### src/rtl/dmem_arbiter.sv
// -----------------------------------------------------------------------------
// dmem_arbiter
//
// Shares one single-port synchronous data memory between the pipeline MEM stage
// (CPU) and the sensor DMA port. The CPU wins in ARB. Once a DMA burst has
// started, the DMA keeps the memory (state BURST) until its last beat, until
// BURST_MAX beats have gone back to back, or until it drops its request. The
// pipeline is stalled while the CPU asks and is not granted.
//
// Handshake: a side is served in the cycle its grant is high. The memory
// command goes out in that same cycle. The DMA holds its payload stable while
// dma_req=1 and dma_gnt=0. Read data returns one cycle after the grant, flagged
// by cpu_rvalid / dma_rvalid. Writes never raise rvalid.
//
// Optional feature, macro ARB_STARVE_EN: a DMA that has waited STARVE_LIMIT
// cycles beats a CPU request in ARB. Without the macro, the CPU has strict
// priority in ARB.
//
// Ports
//   clk, reset        clock, asynchronous active-low reset
//   cpu_*             MEM-stage request, store payload, stall and load return
//   dma_*             DMA beat request and payload, beat accept, read return
//   mem_*             memory command (en/we/addr/wdata/funct3) and read data
//   dbg_state         current arbiter state (0 = ARB, 1 = BURST)
//   dbg_beat_cnt      beats granted so far in the current burst
// -----------------------------------------------------------------------------
module dmem_arbiter #(
    parameter int ADDR_W       = 32,
    parameter int DATA_W       = 32,
    parameter int BURST_MAX    = 8,
    parameter int STARVE_LIMIT = 16,
    localparam int BW          = $clog2(BURST_MAX + 1)
) (
    input  logic              clk,
    input  logic              reset,
    input  logic              cpu_req,
    input  logic              cpu_we,
    input  logic [ADDR_W-1:0] cpu_addr,
    input  logic [DATA_W-1:0] cpu_wdata,
    input  logic [2:0]        cpu_funct3,
    output logic              cpu_stall,
    output logic              cpu_rvalid,
    output logic [DATA_W-1:0] cpu_rdata,
    input  logic              dma_req,
    input  logic              dma_we,
    input  logic [ADDR_W-1:0] dma_addr,
    input  logic [DATA_W-1:0] dma_wdata,
    input  logic              dma_last,
    output logic              dma_gnt,
    output logic              dma_rvalid,
    output logic [DATA_W-1:0] dma_rdata,
    output logic              mem_en,
    output logic              mem_we,
    output logic [ADDR_W-1:0] mem_addr,
    output logic [DATA_W-1:0] mem_wdata,
    output logic [2:0]        mem_funct3,
    input  logic [DATA_W-1:0] mem_rdata,
    output logic              dbg_state,
    output logic [BW-1:0]     dbg_beat_cnt
);

    typedef enum logic {
        ST_ARB   = 1'b0,
        ST_BURST = 1'b1
    } state_t;

    state_t        state;
    logic [BW-1:0] beat_cnt;
    logic [BW-1:0] beat_next;
    logic          cpu_gnt;
    logic          starve_win;

`ifdef ARB_STARVE_EN
    localparam int WW = $clog2(STARVE_LIMIT + 1);

    logic [WW-1:0] wait_cnt;

    // Saturates so a long-waiting DMA keeps its claim until it is served.
    assign starve_win = dma_req && (wait_cnt == WW'(STARVE_LIMIT));

    always_ff @(posedge clk or negedge reset) begin
        if (!reset) begin
            wait_cnt <= '0;
        end else if (dma_gnt) begin
            wait_cnt <= '0;
        end else if (dma_req && (wait_cnt != WW'(STARVE_LIMIT))) begin
            wait_cnt <= wait_cnt + WW'(1);
        end
    end
`else
    // The limit only matters when the starvation guard is built in.
    localparam int unused_starve_limit = STARVE_LIMIT;
    assign starve_win = 1'b0;
`endif

    // Grant selection. Reset forces both grants low so no memory command
    // leaks out while the block is held in reset.
    always_comb begin
        cpu_gnt = 1'b0;
        dma_gnt = 1'b0;
        if (reset) begin
            if (state == ST_BURST) begin
                dma_gnt = dma_req;
            end else if (starve_win) begin
                dma_gnt = 1'b1;
            end else if (cpu_req) begin
                cpu_gnt = 1'b1;
            end else begin
                dma_gnt = dma_req;
            end
        end
    end

    assign cpu_stall  = cpu_req & ~cpu_gnt;

    assign mem_en     = cpu_gnt | dma_gnt;
    assign mem_we     = dma_gnt ? dma_we    : (cpu_gnt & cpu_we);
    assign mem_addr   = dma_gnt ? dma_addr  : cpu_addr;
    assign mem_wdata  = dma_gnt ? dma_wdata : cpu_wdata;
    assign mem_funct3 = dma_gnt ? 3'b010    : cpu_funct3;

    // The memory has a single read port, so both sides see the same data bus.
    // Only the rvalid flags tell them apart.
    assign cpu_rdata  = mem_rdata;
    assign dma_rdata  = mem_rdata;

    assign beat_next    = beat_cnt + BW'(1);
    assign dbg_state    = state;
    assign dbg_beat_cnt = beat_cnt;

    always_ff @(posedge clk or negedge reset) begin
        if (!reset) begin
            state      <= ST_ARB;
            beat_cnt   <= '0;
            cpu_rvalid <= 1'b0;
            dma_rvalid <= 1'b0;
        end else begin
            cpu_rvalid <= cpu_gnt & ~cpu_we;
            dma_rvalid <= dma_gnt & ~dma_we;
            case (state)
                ST_ARB: begin
                    if (dma_gnt) begin
                        beat_cnt <= BW'(1);
                        // With BURST_MAX == 1 every beat is its own burst.
                        if (!dma_last && (BURST_MAX > 1)) begin
                            state <= ST_BURST;
                        end
                    end else begin
                        beat_cnt <= '0;
                    end
                end
                ST_BURST: begin
                    // Stay only while the DMA keeps streaming, has not flagged
                    // the last beat and has not used up its back-to-back quota.
                    if (dma_req && !dma_last && (beat_next != BW'(BURST_MAX))) begin
                        beat_cnt <= beat_next;
                    end else begin
                        state    <= ST_ARB;
                        beat_cnt <= '0;
                    end
                end
                default: begin
                    state    <= ST_ARB;
                    beat_cnt <= '0;
                end
            endcase
        end
    end

endmodule

### config.mk
export PLATFORM = sky130hd
export DESIGN_NAME = dmem_arbiter
export DESIGN_NICKNAME = d
export VERILOG_FILES = /design/src/rtl/dmem_arbiter.sv
export SDC_FILE = /design/constraint.sdc
export NUM_CORES = 1
export LEC_CHECK = 0
export ABC_AREA = 1
export CAP_MARGIN = 20
export CORE_AREA = 2 2 122 124
export CTS_BUF_LIST = sky130_fd_sc_hd__clkbuf_8
export CTS_CLUSTER_DIAMETER = 80
export DETAILED_ROUTE_END_ITERATION = 8
export DIE_AREA = 0 0 124 126
export PLACE_DENSITY_LB_ADDON = 0.2
export SLEW_MARGIN = 25
export SYNTH_ARGS = -nofsm -noshare
export SYNTH_HDL_FRONTEND = slang
export SYNTH_SLANG_ARGS = --single-unit
### constraint.sdc
create_clock -name clk -period 2.8 [get_ports clk]
set_input_delay 0.28 -clock clk [delete_from_list [all_inputs] [get_ports clk]]
set_output_delay 0.28 -clock clk [all_outputs]
set_load 0.02 [all_outputs]
==> flow_metrics.py <==
metrics = {
    "synth": {
        "yosys-top-cells-area": "nand2_1 (46%), buf_4 (29%), dfrtp_1 (10%), buf_6 (3.3%), inv_1 (2.4%)",
        "ys_warn_count": 0,
        "synth_top_area_cell": "nand2_1",
        "async_flop_share_pct": 100,
        "yosysSeqAreaShare_pct": 10.3,
        "netlist_instances": 324,
        "synth_nets": 496,
        "netlist.area_leader.share_pct": 45.8,
        "synth_flop_cell": "dfrtp_1",
        "synth_seq_cells": 7,
        "syn_avg_cell_area_um2": 5.24,
        "netlist_area_mm2": 0.00170,
        "synthTopCellsByCount": "nand2_1 (207), buf_4 (66), inv_1 (11)",
        "synthMostInstantiatedCell": "nand2_1",
        "post_synth_num_cell_types": 15,
        "synth-edff-count": 0,
    },
    "floorplan": {
        "rows": 44,
        "io_pins": 312,
        "start_util_pct": 11.9,
        "die_x_um": 124,
        "die_y_um": 126,
        "design.core.area_mm2": 0.0143,
        "die_area_mm2": 0.0156,
    },
    "route": {
        "wl_per_cell_um": 10.6,
        "wirelength_mm": 6.95,
        "ant_nets": 0,
        "drt_drc_violations_left": 0,
        "drt-initial-drc-count": 56,
        "drt_pass1_iterations": 4,
        "via_count": 2283,
        "viasPerCell": 3.50,
    },
    "clock_network": {
        "path_clk_slew_ns": 0.04,
        "postCtsHoldBufs": 0,
        "cts.sinks": 7,
        "cts_tree": "built",
        "post_cts_buffers": 0,
        "numCtsBuffers": 3,
        "clk_path_buf_depth": 2,
        "insertion_delay_ns": 0.23,
        "htreeDepth": 1,
        "clock_tree.root_cell": "clkbuf_8",
        "cts_resized": 0,
    },
    "global_routing": {
        "antenna_found_initial": 0,
        "met1_usage_pct": 8.52,
        "grt_pass1_wl_mm": 10.2,
        "grt_overflow": 0,
        "grt_pass1_vias": 2241,
        "use_met3_pct": 2.31,
        "grt_start_max_net_pins": 71,
        "grt_use_total_pct": 7.94,
        "grtUsageMet2_pct": 14.8,
        "grt_busiest_layer": "met2",
    },
    "place": {
        "place_ws_ns": 0.391,
        "io_buffers": 215,
        "numPlacedInstances": 649,
        "gp_congestion": 0.798,
        "post-dp-hpwl_mm": 5.65,
    },
    "sta": {
        "tns_ns": 0,
        "hold_violations": 0,
        "worst_clock_skew_ns": 0.00678,
        "finalCritPeriodShare_pct": 85.2,
        "worstMarginPinSlew_ns": 0.311,
        "layout_min_cycle_time_ns": 2.39,
        "setup_viol": 0,
        "rsz0062_at_grt": "false",
        "setup_ws_ns": 0.414,
        "fmax_mhz": 419,
        "slew_viol_final": 0,
        "timing.hold.ws_ns": 0.397,
        "relSlewSlack_pct": 79.3,
    },
    "worst_setup_path": {
        "r2r_cells": 7,
        "regToRegSetupSlack_ns": 1.47,
        "cp-start-kind": "input port",
        "crit_fanout": 70,
        "path_class": "input port to output pin",
        "endpoint_kind": "output pin",
        "worstPathArrival_ns": 2.11,
        "worstPathRequired_ns": 2.52,
    },
    "cells_and_area": {
        "fillCellCount": 1603,
        "diodes": 0,
        "drive_gt1_share_pct": 2.13,
        "synthToLayoutAreaGrowth_pct": 112,
        "finalNonFillerCells": 653,
        "final_nets": 642,
    },
    "power_and_ir_drop": {
        "total_power_uw": 831,
        "powerDensity_mw_per_mm2": 231,
        "vdd_ir_drop_max_mv": 0.0806,
        "p_leak_uw": 0.00167,
    },
    "job": {
        "cap_viol_max_count": 0,
    },
    "hold_path": {
        "hold_class": "input port to asynchronous set/reset pin",
    },
    "status": {
        "status": "complete, no violations",
    },
}
[worst max-delay path, cell delays in order]
cell,delay (ns)
clkdlybuf4s50_1,0.44
nand2_1,0.09
nand3_2,0.11
inv_2,0.09
buf_12,0.28
nand2_1,0.08
nand2_1,0.07
clkdlybuf4s50_1,0.63
[where the power goes]
part	switching [µW]	total [µW]	internal [µW]
Clock	45.0	140	94.9
Sequential	2.51	107	104
Combinational	242	585	343
[path summary, 6_finish.rpt]
check	start	to
max	cpu_req	mem_wdata[10]
min	reset	dbg_beat_cnt[3]$_DFF_PN0_
max reg2reg	dbg_state$_DFF_PN0_	dbg_state$_DFF_PN0_
min reg2reg	dbg_state$_DFF_PN0_	dbg_beat_cnt[0]$_DFF_PN0_
max in group asynchronous	reset	dbg_state$_DFF_PN0_
min in group clk	mem_rdata[0]	cpu_rdata[0]
[per-layer routing]
metal	routed length [µm]	part of all wire [%]	vias up
met3	804	12	16
li1	-	-	1182
met2	3410	49	135
met4	99	1.4	0
met5	0	0	-
met1	2630	38	950
[logic make-up after synthesis]
| group | after synthesis | synth area share (%) |
|---|---|---|
| compound gates | 1 | 0.295 |
| fa+ha+maj | 2 | 1.47 |
| buf+inv | 91 | 37.5 |
| flops | 7 | 10.3 |
| simple gates | 223 | 50.4 |
[placed cells by master (no fill, tap or decap)]
cell and instances:
clkdlybuf4s50_1 215, nand2_1 207, inv_1 12, nor2_1 8, dfrtp_1 7, nand3_1 4
clkbuf_8 3, inv_2 2, ha_1 2, buf_12 2, buf_4 2, nand3_2 1
or2_1 1, and2_1 1, nand4_1 1, o21ai_1 1
[per-stage QoR]
step,util [%],instance area [µm²]
floorplan,-,1700
global placement,24.8,3550
detailed placement,24.8,3550
CTS,25.1,3590
global route,25.1,3590
finish,25.1,3590
[final cells by class]
| class | count | area, µm² | area share (%) |
|---|---|---|---|
| Sequential cell | 7 | 175 | 4.88 |
| Clock buffer | 3 | 41.3 | 1.15 |
| Inverter | 13 | 48.8 | 1.36 |
| Timing Repair Buffer | 219 | 2210 | 61.4 |
| Multi-Input combinational cell | 226 | 886 | 24.7 |
| Clock inverter | 1 | 3.75 | 0.104 |
| Tap cell | 184 | 230 | 6.41 |
[registers in the layout (all words and copies together) (netlist names)]
signal        count
dbg_beat_cnt      4
cpu_rvalid        1
dbg_state         1
dma_rvalid        1
Power figures use the tool's default switching activity.
